File: src/rtl/otter_pc_fetch.sv
// otter_pc_fetch: architectural PC, next-PC select and req/gnt/rvalid instruction fetch.
// INSTRET_INIT lets an instance start the retire counter elsewhere than zero.
module otter_pc_fetch #(
  parameter logic [31:0] RESET_VEC    = 32'h0000_0000,
  parameter logic [31:0] INSTRET_INIT = 32'h0000_0000
) (
  input  logic        clk_i,
  input  logic        rst_ni,
  input  logic [2:0]  pc_source_i,
  input  logic [31:0] jal_i,
  input  logic [31:0] branch_i,
  input  logic [31:0] jalr_i,
  input  logic [31:0] mtvec_i,
  input  logic [31:0] mepc_i,
  input  logic        pc_write_i,
  output logic        imem_req_o,
  output logic [31:0] imem_addr_o,
  input  logic        imem_gnt_i,
  input  logic        imem_rvalid_i,
  input  logic [31:0] imem_rdata_i,
  output logic [31:0] instr_o,
  output logic        instr_valid_o,
  output logic [31:0] pc_o,
  output logic [31:0] pc_plus4_o,
  output logic        misalign_o,
  output logic [31:0] instret_o
);
  typedef enum logic [1:0] {IDLE, REQ, WAIT, HOLD} state_e;
  state_e      state_q, state_d;
  logic [31:0] pc_q, pc_d, instr_q, instr_d, instret_q, instret_d, target;
  logic        req_q, valid_q, mis_q, mis_d;
  assign pc_plus4_o    = pc_q + 32'd4;
  assign pc_o          = pc_q;
  assign imem_addr_o   = pc_q;
  assign imem_req_o    = req_q;
  assign instr_o       = instr_q;
  assign instr_valid_o = valid_q;
  assign misalign_o    = mis_q;
  assign instret_o     = instret_q;
  always_comb
    target = pc_source_i == 3'd1 ? jalr_i   :
             pc_source_i == 3'd2 ? branch_i :
             pc_source_i == 3'd3 ? jal_i    :
             pc_source_i == 3'd4 ? mtvec_i  :
             pc_source_i == 3'd5 ? mepc_i   : pc_plus4_o;
  // Responses without a grant in REQ, and any response in IDLE/HOLD, are stale.
  always_comb begin
    state_d   = state_q;
    pc_d      = pc_q;
    instr_d   = instr_q;
    instret_d = instret_q;
    mis_d     = 1'b0;
    case (state_q)
      IDLE: state_d = REQ;
      REQ: if (imem_gnt_i) begin
        state_d = imem_rvalid_i ? HOLD : WAIT;
        instr_d = imem_rvalid_i ? imem_rdata_i : instr_q;
      end
      WAIT: if (imem_rvalid_i) begin
        state_d = HOLD;
        instr_d = imem_rdata_i;
      end
      HOLD: if (pc_write_i) begin
        if (target[1:0] == 2'b00) begin
          pc_d      = target;
          instret_d = instret_q + 32'd1;
          state_d   = REQ;
        end else mis_d = 1'b1;
      end
    endcase
  end
  always_ff @(posedge clk_i or negedge rst_ni)
    if (!rst_ni) begin
      state_q   <= IDLE;
      pc_q      <= RESET_VEC;
      instr_q   <= '0;
      instret_q <= INSTRET_INIT;
      req_q     <= 1'b0;
      valid_q   <= 1'b0;
      mis_q     <= 1'b0;
    end else begin
      state_q   <= state_d;
      pc_q      <= pc_d;
      instr_q   <= instr_d;
      instret_q <= instret_d;
      req_q     <= state_d == REQ;
      valid_q   <= state_d == HOLD;
      mis_q     <= mis_d;
    end
endmodule

File: config.mk
export PLATFORM = sky130hd
export DESIGN_NAME = otter_pc_fetch
export DESIGN_NICKNAME = d
export VERILOG_FILES = /design/src/rtl/otter_pc_fetch.sv
export SDC_FILE = /design/constraint.sdc
export NUM_CORES = 1
export LEC_CHECK = 0
export ABC_AREA = 0
export CAP_MARGIN = 20
export CORE_AREA = 2 2 140 142
export DETAILED_ROUTE_END_ITERATION = 7
export DIE_AREA = 0 0 142 144
export GPL_TIMING_DRIVEN = 0
export PLACE_DENSITY = 0.83
export SETUP_SLACK_MARGIN = 0.02
export SLEW_MARGIN = 20
export SYNTH_ARGS = -nofsm -noshare
export SYNTH_HDL_FRONTEND = slang
export SYNTH_SLANG_ARGS = --single-unit
File: constraint.sdc
create_clock -name clk_i -period 6.9 [get_ports clk_i]
set_clock_uncertainty 0.1 [all_clocks]
set_input_delay 1.38 -clock clk_i [delete_from_list [all_inputs] [get_ports clk_i]]
set_output_delay 1.38 -clock clk_i [all_outputs]
set_load 0.01 [all_outputs]
Yosys cells after proc, flatten, opt, wreduce, memory -nomap -nowiden
Cells that the tools add are included.

$add $sub $neg: 2. Multipliers: 0. Div/mod/pow operators: 0. Magnitude comparators: 0. Equal/unequal tests: 11. Shifts and indexed selects: 0. Mux-type cells: 17. Bitwise gates (word level): 0. Reduce and logical (&&, ||, !) cells: 5.

Operators with widths (number): $mux W32 (7); $pmux W32 S2 (1); $add A32 B1 Y32 const B (1); $add A32 B3 Y32 const B (1); $mux W2 (4); $pmux W2 S4 (1); $eq A2 B2 Y1 const B (3); $eq A3 B2 Y1 const B (2); $eq A3 B3 Y1 const B (2); $eq A2 B1 Y1 const B (2); $logic_not A2 Y1 (2); $mux W1 (4); $eq A3 B1 Y1 const B (1); $reduce_and A3 Y1 (1); $ne A2 B2 Y1 const B (1); $reduce_and A2 Y1 (1); $reduce_bool A2 Y1 (1).

Register bits: 101. Latch bits: 0. Bits in writable memories: 0. Memory bits (read-only): 0. Input port bits: 200. Output and inout port bits: 163. Word-level logic and storage cells: 42. Memories: 0.

Logic depth before layout (Yosys ltp)
Gate-level depths: netlist of the first run.

Word-level depth: 11. Mapped depth: 10.

Worst setup path before layout of the first run
Ideal clock, no wire load.

Kind: register to output. From: reg pc_q[7] (netlist: imem_addr_o[7]). To: out pc_plus4_o[28]. Arrival: 2.066 ns. Path slack: 3.354 ns. Cell stages (with the launch flop): 7. Path buffers: 1. Cells stage by stage: dfrtp_1 > buf_2 > nand4_4 > or3_4 > nor4_4 > nand4_2 > xnor2_1.

Cells in the longest elaborated chain, start to end: 1.

RTL lines: start, declared (RTL line 30) `logic [31:0] pc_q, pc_d, instr_q, instr_d, instret_q, instret_d, target;`; start signal, assigned (RTL line 83) `pc_q <= pc_d;`; $add A32 B3 Y32 (RTL line 32) `assign pc_plus4_o = pc_q + 32'd4;`; end, declared (RTL line 24) `output logic [31:0] pc_plus4_o,`.

No other way between the ends.

Worst setup path in the final report of the first run
From: reg pc_q[2] (netlist: imem_addr_o[2]). To: out pc_plus4_o[22].

Same word-level chain as after synthesis.

==> out/metrics.yaml, run 1 <==
run_status:
  status: "finished clean"
global_routing:
  grt_max_degree: 54
  gr-total-overflow: 0
  antenna_found_initial: 7
  first_global_vias: 7701
  grt_pass1_wl_mm: 44.9
  track_usage_pct: 29.2
floorplanning:
  row_count: 51
  core_mm2: 0.0191
  io_pins: 363
  start_util_pct: 36.2
  die_w_um: 142
  die_h_um: 144
  dieArea_mm2: 0.0204
synthesis:
  netlist_area_mm2: 0.00691
  yosys.area.top_type: "dfrtp_1"
  synth-edff-count: 0
  yosysWarnings: 0
  ys_types: 73
  async_reset_ff_share_pct: 100
  yosysTopAreaCellShare_pct: 36.6
  syn-num-nets: 964
  postSynthAreaPerCell_um2: 9.06
  synthFlopType: "dfrtp_1"
  ys_ff_latch: 101
  seq_area_frac_synth_pct: 36.6
  syn_inst: 762
  synth_area_leaders: "dfrtp_1 37%, mux2_2 6.7%, xnor2_1 4.7%"
timing:
  fmax_mhz: 202
  tns_ns: 0
  whs_ns: 0.384
  min_period_ns: 4.94
  fin_ws_ns: 1.96
  relSlewSlack_pct: 45.4
  rsz0062_at_grt: "false"
  slew_violations: 0
  hold_viol: 0
  tightest_slew_ns: 0.819
  finalCritPeriodShare_pct: 71.6
  finalSetupViolCount: 0
clock_network:
  path_clk_slew_ns: 0.08
  cts_resized: 0
  h-tree-depth: 3
  ctsHoldBuffers: 0
  clock_path_buffers: 2
  clkSinkCount: 101
  clk_latency_ns: 0.36
  cts_tree: "built"
  cts_buffers: 9
  postCtsSetupBuffers: 0
  ctsRootBufferMaster: "clkbuf_16"
worst_setup_path:
  cp-end-kind: "output pin"
  critical_path_class: "flop to output pin"
  cp_cell_sequence: "ha_1, nand4_1, nor4_2, nand2_1, xnor2_1, clkdlybuf4s50_1"
  r2r.worst_path.cells: 7
  slowest_delay_ns: 0.76
  cp.arrival_ns: 3.46
  cp_max_fo: 9
  critPathLaunchType: "flop"
  cp.required_ns: 5.42
  crit_path_top_delay_cell: "nor4_2"
cells_and_area:
  final_core_util_pct: 58.3
  drive_gt1_share_pct: 12.2
  final_area_mm2: 0.0111
  nNetsFinal: 1336
  final_cells: 1381
  syn_to_final_growth_pct: 61.2
  layout_commonest_cell: "clkdlybuf4s50_1"
  final_cell_mix: "359 x clkdlybuf4s50_1, 101 x dfrtp_1, 73 x nand2_1"
  fill_cells: 1683
placed_design:
  dp_slack_ns: 2.43
  gp_congestion: 0.991
  place_inst: 1361
  dpl-instance-area_mm2: 0.0108
  dpl.hpwl_mm: 23.9
  port_buffers: 360
drt:
  vias: 7796
  drt_iter0_drc: 713
  wl_per_cell_um: 22.4
  antenna_left: 0
  drc_errors: 0
  firstDrtPassIters: 5
  wirelength_mm: 30.9
  drt-vias-per-instance: 5.65
min_path:
  whs_path_depth: 1
  min_path_type: "flop to flop"
power:
  p_per_area_mw_per_mm2: 316
  p_total_mw: 3.51
  peakVddDrop_mv: 0.208
  leakage_nw: 4.50
job:
  maxCapViolations: 0
-- cells in the mapped netlist (all sizes together), types with 2 or more instances --
cell	count
xor2	19
o21ai	39
a21boi	4
nor3	25
and4	2
a31oi	7
o32a	2
o22a	2
mux2i	26
o2bb2ai	3
and3	11
a2111oi	2
nor2b	6
nand2	74
mux4	5
nand4	23
nor2	45
nand3	23
xnor2	37
nor4	8
or3	2
nand2b	7
buf	64
and2	8
a221oi	3
nor4b	3
inv	12
dfrtp	101
a211oi	7
ha	2
a22oi	8
o31ai	10
a21oi	63
mux2	41
clkbuf	19
a21o	3
a2bb2oi	5
o22ai	18
or4	7
-- worst paths after layout --
path	end	from	slack (ns)
max	pc_plus4_o[22]	imem_addr_o[2]$_DFFE_PN0P_	1.96
min	instret_o[31]$_DFFE_PN0P_	instret_o[31]$_DFFE_PN0P_	0.38
max reg2reg	imem_addr_o[20]$_DFFE_PN0P_	imem_addr_o[2]$_DFFE_PN0P_	3.80
min reg2reg	instret_o[31]$_DFFE_PN0P_	instret_o[31]$_DFFE_PN0P_	0.38
max in group asynchronous	imem_addr_o[14]$_DFFE_PN0P_	rst_ni	5.20
min in group asynchronous	instret_o[9]$_DFFE_PN0P_	rst_ni	0.85
-- layer usage --
metal / share of wire [%] / GRT usage (%) / vias up / wire length (um)
li1: - / - / 3480 / -
met1: 38 / 34.6 / 3743 / 11700
met2: 48 / 49.0 / 496 / 14800
met3: 11 / 9.47 / 75 / 3280
met4: 3.5 / 12.3 / 2 / 1070
met5: 0.042 / 0 / - / 13
-- cell families (layout without fill, tap and decap cells) --
family / after synthesis / after routing / share of synthesized area (%)
simple gates: 248 / 248 / 19.4
compound gates: 187 / 187 / 17.0
flops: 101 / 101 / 36.6
buf+inv: 96 / 472 / 7.43
mux: 72 / 72 / 12.1
xor+xnor: 56 / 56 / 7.10
fa+ha+maj: 2 / 2 / 0.362
other cells: 0 / 5 / 0
-- registers in the layout, indices dropped and copies added, names as in the netlist --
| name | count |
|---|---|
| imem_addr_o | 32 |
| instr_o | 32 |
| instret_o | 32 |
| state_q | 2 |
| imem_req_o | 1 |
| instr_valid_o | 1 |
| misalign_o | 1 |
-- layout make-up --
type	instances	area, um^2	share of cell area (%)
Antenna cell	5	12.5	0.112
Buffer	83	464	4.17
Clock buffer	9	225	2.02
Clock inverter	6	56.3	0.506
Inverter	13	48.8	0.438
Multi-Input combinational cell	565	3860	34.7
Sequential cell	101	2530	22.7
Tap cell	238	298	2.68
Timing Repair Buffer	361	3630	32.6
-- where the power goes --
part / switching [mW] / total, mW / internal (mW)
logic: 0.801 / 1.92 / 1.12
registers: 0.296 / 1.09 / 0.791
clock network: 0.257 / 0.508 / 0.252
-- worst max-delay path, delay by kind of cell, from the launching register on --
kind	cells	cell delay, ns
XOR/XNOR	1	0.26
AND/OR/NAND/NOR	3	1.34
buffers and inverters	1	0.60
flip-flops	1	0.58
adder cells (fa/ha/maj)	1	0.32
(Power assumes the default switching activity.)
==> run 2: changes to the inputs <==
CORE_AREA = unset   (was 2 2 140 142)
CORE_MARGIN = 2   (was unset)
CORE_UTILIZATION = 37   (was unset)
DIE_AREA = unset   (was 0 0 142 144)
PLACE_DENSITY = 0.87   (was 0.83)
clock period = 4.45 ns   (was 6.9 ns; I/O delays follow)
==> out/metrics.yaml, run 2 (same netlist as run 1, synthesis figures left out) <==
run_status:
  status: "finished clean"  # unchanged
clock_network:
  cts_tree: "built"  # unchanged
  clkSinkCount: 101  # unchanged
  cts_buffers: 9  # unchanged
  clk_latency_ns: 0.37  # was 0.36 ns
  ctsRootBufferMaster: "clkbuf_16"  # unchanged
  path_clk_slew_ns: 0.09  # was 0.08 ns
  h-tree-depth: 3  # unchanged
  clock_path_buffers: 2  # unchanged
floorplanning:
  die_h_um: 141  # was 144 um
  row_count: 49  # was 51
  io_pins: 363  # unchanged
  core_mm2: 0.0181  # was 0.0191 mm^2
  start_util_pct: 38.1  # was 36.2%
  dieArea_mm2: 0.0198  # was 0.0204 mm^2
  die_w_um: 141  # was 142 um
global_routing:
  antenna_found_initial: 2  # was 7
  first_global_vias: 7779  # was 7701
  grt_max_degree: 54  # unchanged
  track_usage_pct: 30.5  # was 29.2%
  gr-total-overflow: 0  # unchanged
  grt_pass1_wl_mm: 45.9  # was 44.9 mm
worst_setup_path:
  cp_max_fo: 9  # unchanged
  cp.arrival_ns: 3.24  # was 3.46 ns
  cp_cell_sequence: "ha_1, nand4_1, nor4_4, nand3_1, xnor2_1, clkdlybuf4s50_1"  # was ha_1, nand4_1, nor4_2, nand2_1, xnor2_1, clkdlybuf4s50_1
  path_buf_inv: 1  # unchanged
  cp-end-kind: "output pin"  # unchanged
  critPathLaunchType: "flop"  # unchanged
  cp.required_ns: 3.46  # was 5.42 ns
  cp_top_family: "simple AND/OR/NAND/NOR gates"  # unchanged
  crit_path_top_delay_cell: "nor4_4"  # was nor4_2
  critical_path_class: "flop to output pin"  # unchanged
  slowest_delay_ns: 0.60  # was 0.76 ns
cells_and_area:
  final_cell_mix: "359 x clkdlybuf4s50_1, 101 x dfrtp_1, 73 x nand2_1"  # unchanged
  final_core_util_pct: 61.3  # was 58.3%
  layout_commonest_cell: "clkdlybuf4s50_1"  # unchanged
  nNetsFinal: 1336  # unchanged
  fill_cells: 1511  # was 1683
  regArea_mm2: 0.00253  # unchanged
  multi_input_area_mm2: 0.00387  # was 0.00386 mm^2
  drive_gt1_share_pct: 12.2  # about the same
  final_cells: 1369  # was 1381
  syn_to_final_growth_pct: 61.1  # was 61.2%
timing:
  slew_violations: 0  # unchanged
  finalSetupViolCount: 0  # unchanged
  fmax_mhz: 237
  min_period_ns: 4.23
  rsz0062_at_grt: "false"  # unchanged
  relSlewSlack_pct: 39.9  # was 45.4%
  finalCritPeriodShare_pct: 95.0
  tightest_slew_ns: 0.902  # was 0.819 ns
  tns_ns: 0  # unchanged
  hold_viol: 0  # unchanged
power:
  leakage_nw: 4.52  # was 4.50 nW
  peakVddDrop_mv: 0.348  # was 0.208 mV
  p_total_mw: 5.51  # was 3.51 mW
  p_per_area_mw_per_mm2: 495  # was 316 mW/mm^2
drt:
  antenna_left: 0  # unchanged
  vias: 7784  # was 7796
  wl_per_cell_um: 22.9  # was 22.4 um
  drt-vias-per-instance: 5.69  # was 5.65
  drt_iter0_drc: 571  # was 713
  wirelength_mm: 31.4  # was 30.9 mm
  drc_errors: 0  # unchanged
  firstDrtPassIters: 5  # unchanged
min_path:
  min_path_type: "primary input to asynchronous set/reset pin"  # was flop to flop
placed_design:
  dpl.hpwl_mm: 24.4  # was 23.9 mm
  port_buffers: 360  # unchanged
  place_inst: 1352  # was 1361
  gp_congestion: 0.932  # was 0.991
job:
  maxCapViolations: 0  # unchanged
[run 2: through the flow]
stage	hold slack, ns	instance area, um^2	worst slack (ns)
3_5_place_dp	0.363	10800	0.345
2_1_floorplan	0.407	6910	1.39
6_report	0.369	11100	0.223
4_1_cts	0.377	11100	0.205
3_3_place_gp	0.364	10800	-1.70
5_1_grt	0.393	11100	0.100
[run 2: worst register-to-register path, delay by kind of cell, from the launching register on]
family / cells / cell delay [ns]
and+or+nand+nor: 4 / 1.29
DFF: 1 / 0.55
adders and majority gates: 1 / 0.31
AOI/OAI and AO/OA: 1 / 0.44
xor gates and xnor gates: 1 / 0.17
[run 2: per-layer routing]
metal	GRT usage, %	share of wire [%]	vias up
met3	7.44	10	67
li1	-	-	3478
met1	36.5	37	3711
met5	0	0	-
met2	53.8	50	528
met4	10.6	3.1	0
[run 2: layout make-up]
class | instances | area share (%)
diodes | 1 | 0.0225
clock buffers | 10 | 2.06
flip-flops and latches | 101 | 22.7
repair buffers | 361 | 32.6
clock inverters | 6 | 0.562
inverters | 13 | 0.439
multi-input cells | 565 | 34.8
plain buffers | 83 | 4.17
well taps | 229 | 2.58
[run 2: what timing repair did]
action / in CTS / in global routing
setup endpoints to repair: 1 / 1
resized for setup: 1 / 0
hold buffers: 0 / 0
pin swaps: 0 / 1
buffers inserted: 0 / 0
hold endpoints to repair: 0 / 0
[run 2: power breakdown]
group	internal, mW	total, mW	switching [mW]
logic	1.73	3.00	1.27
registers	1.23	1.69	0.459
clock network	0.398	0.822	0.423
[run 2: worst paths after layout]
kind	to	startpoint	depth (start not counted)	slack, ns
max reg2reg	imem_addr_o[20]$_DFFE_PN0P_	imem_addr_o[2]$_DFFE_PN0P_	7	1.46
max	pc_plus4_o[20]	imem_addr_o[2]$_DFFE_PN0P_	6	0.22
min in group clk_i	instret_o[31]$_DFFE_PN0P_	instret_o[31]$_DFFE_PN0P_	1	0.38
min	instr_o[20]$_DFFE_PN0P_	rst_ni	1	0.37
min reg2reg	instret_o[31]$_DFFE_PN0P_	instret_o[31]$_DFFE_PN0P_	1	0.38
max in group asynchronous	imem_addr_o[12]$_DFFE_PN0P_	rst_ni	2	3.23
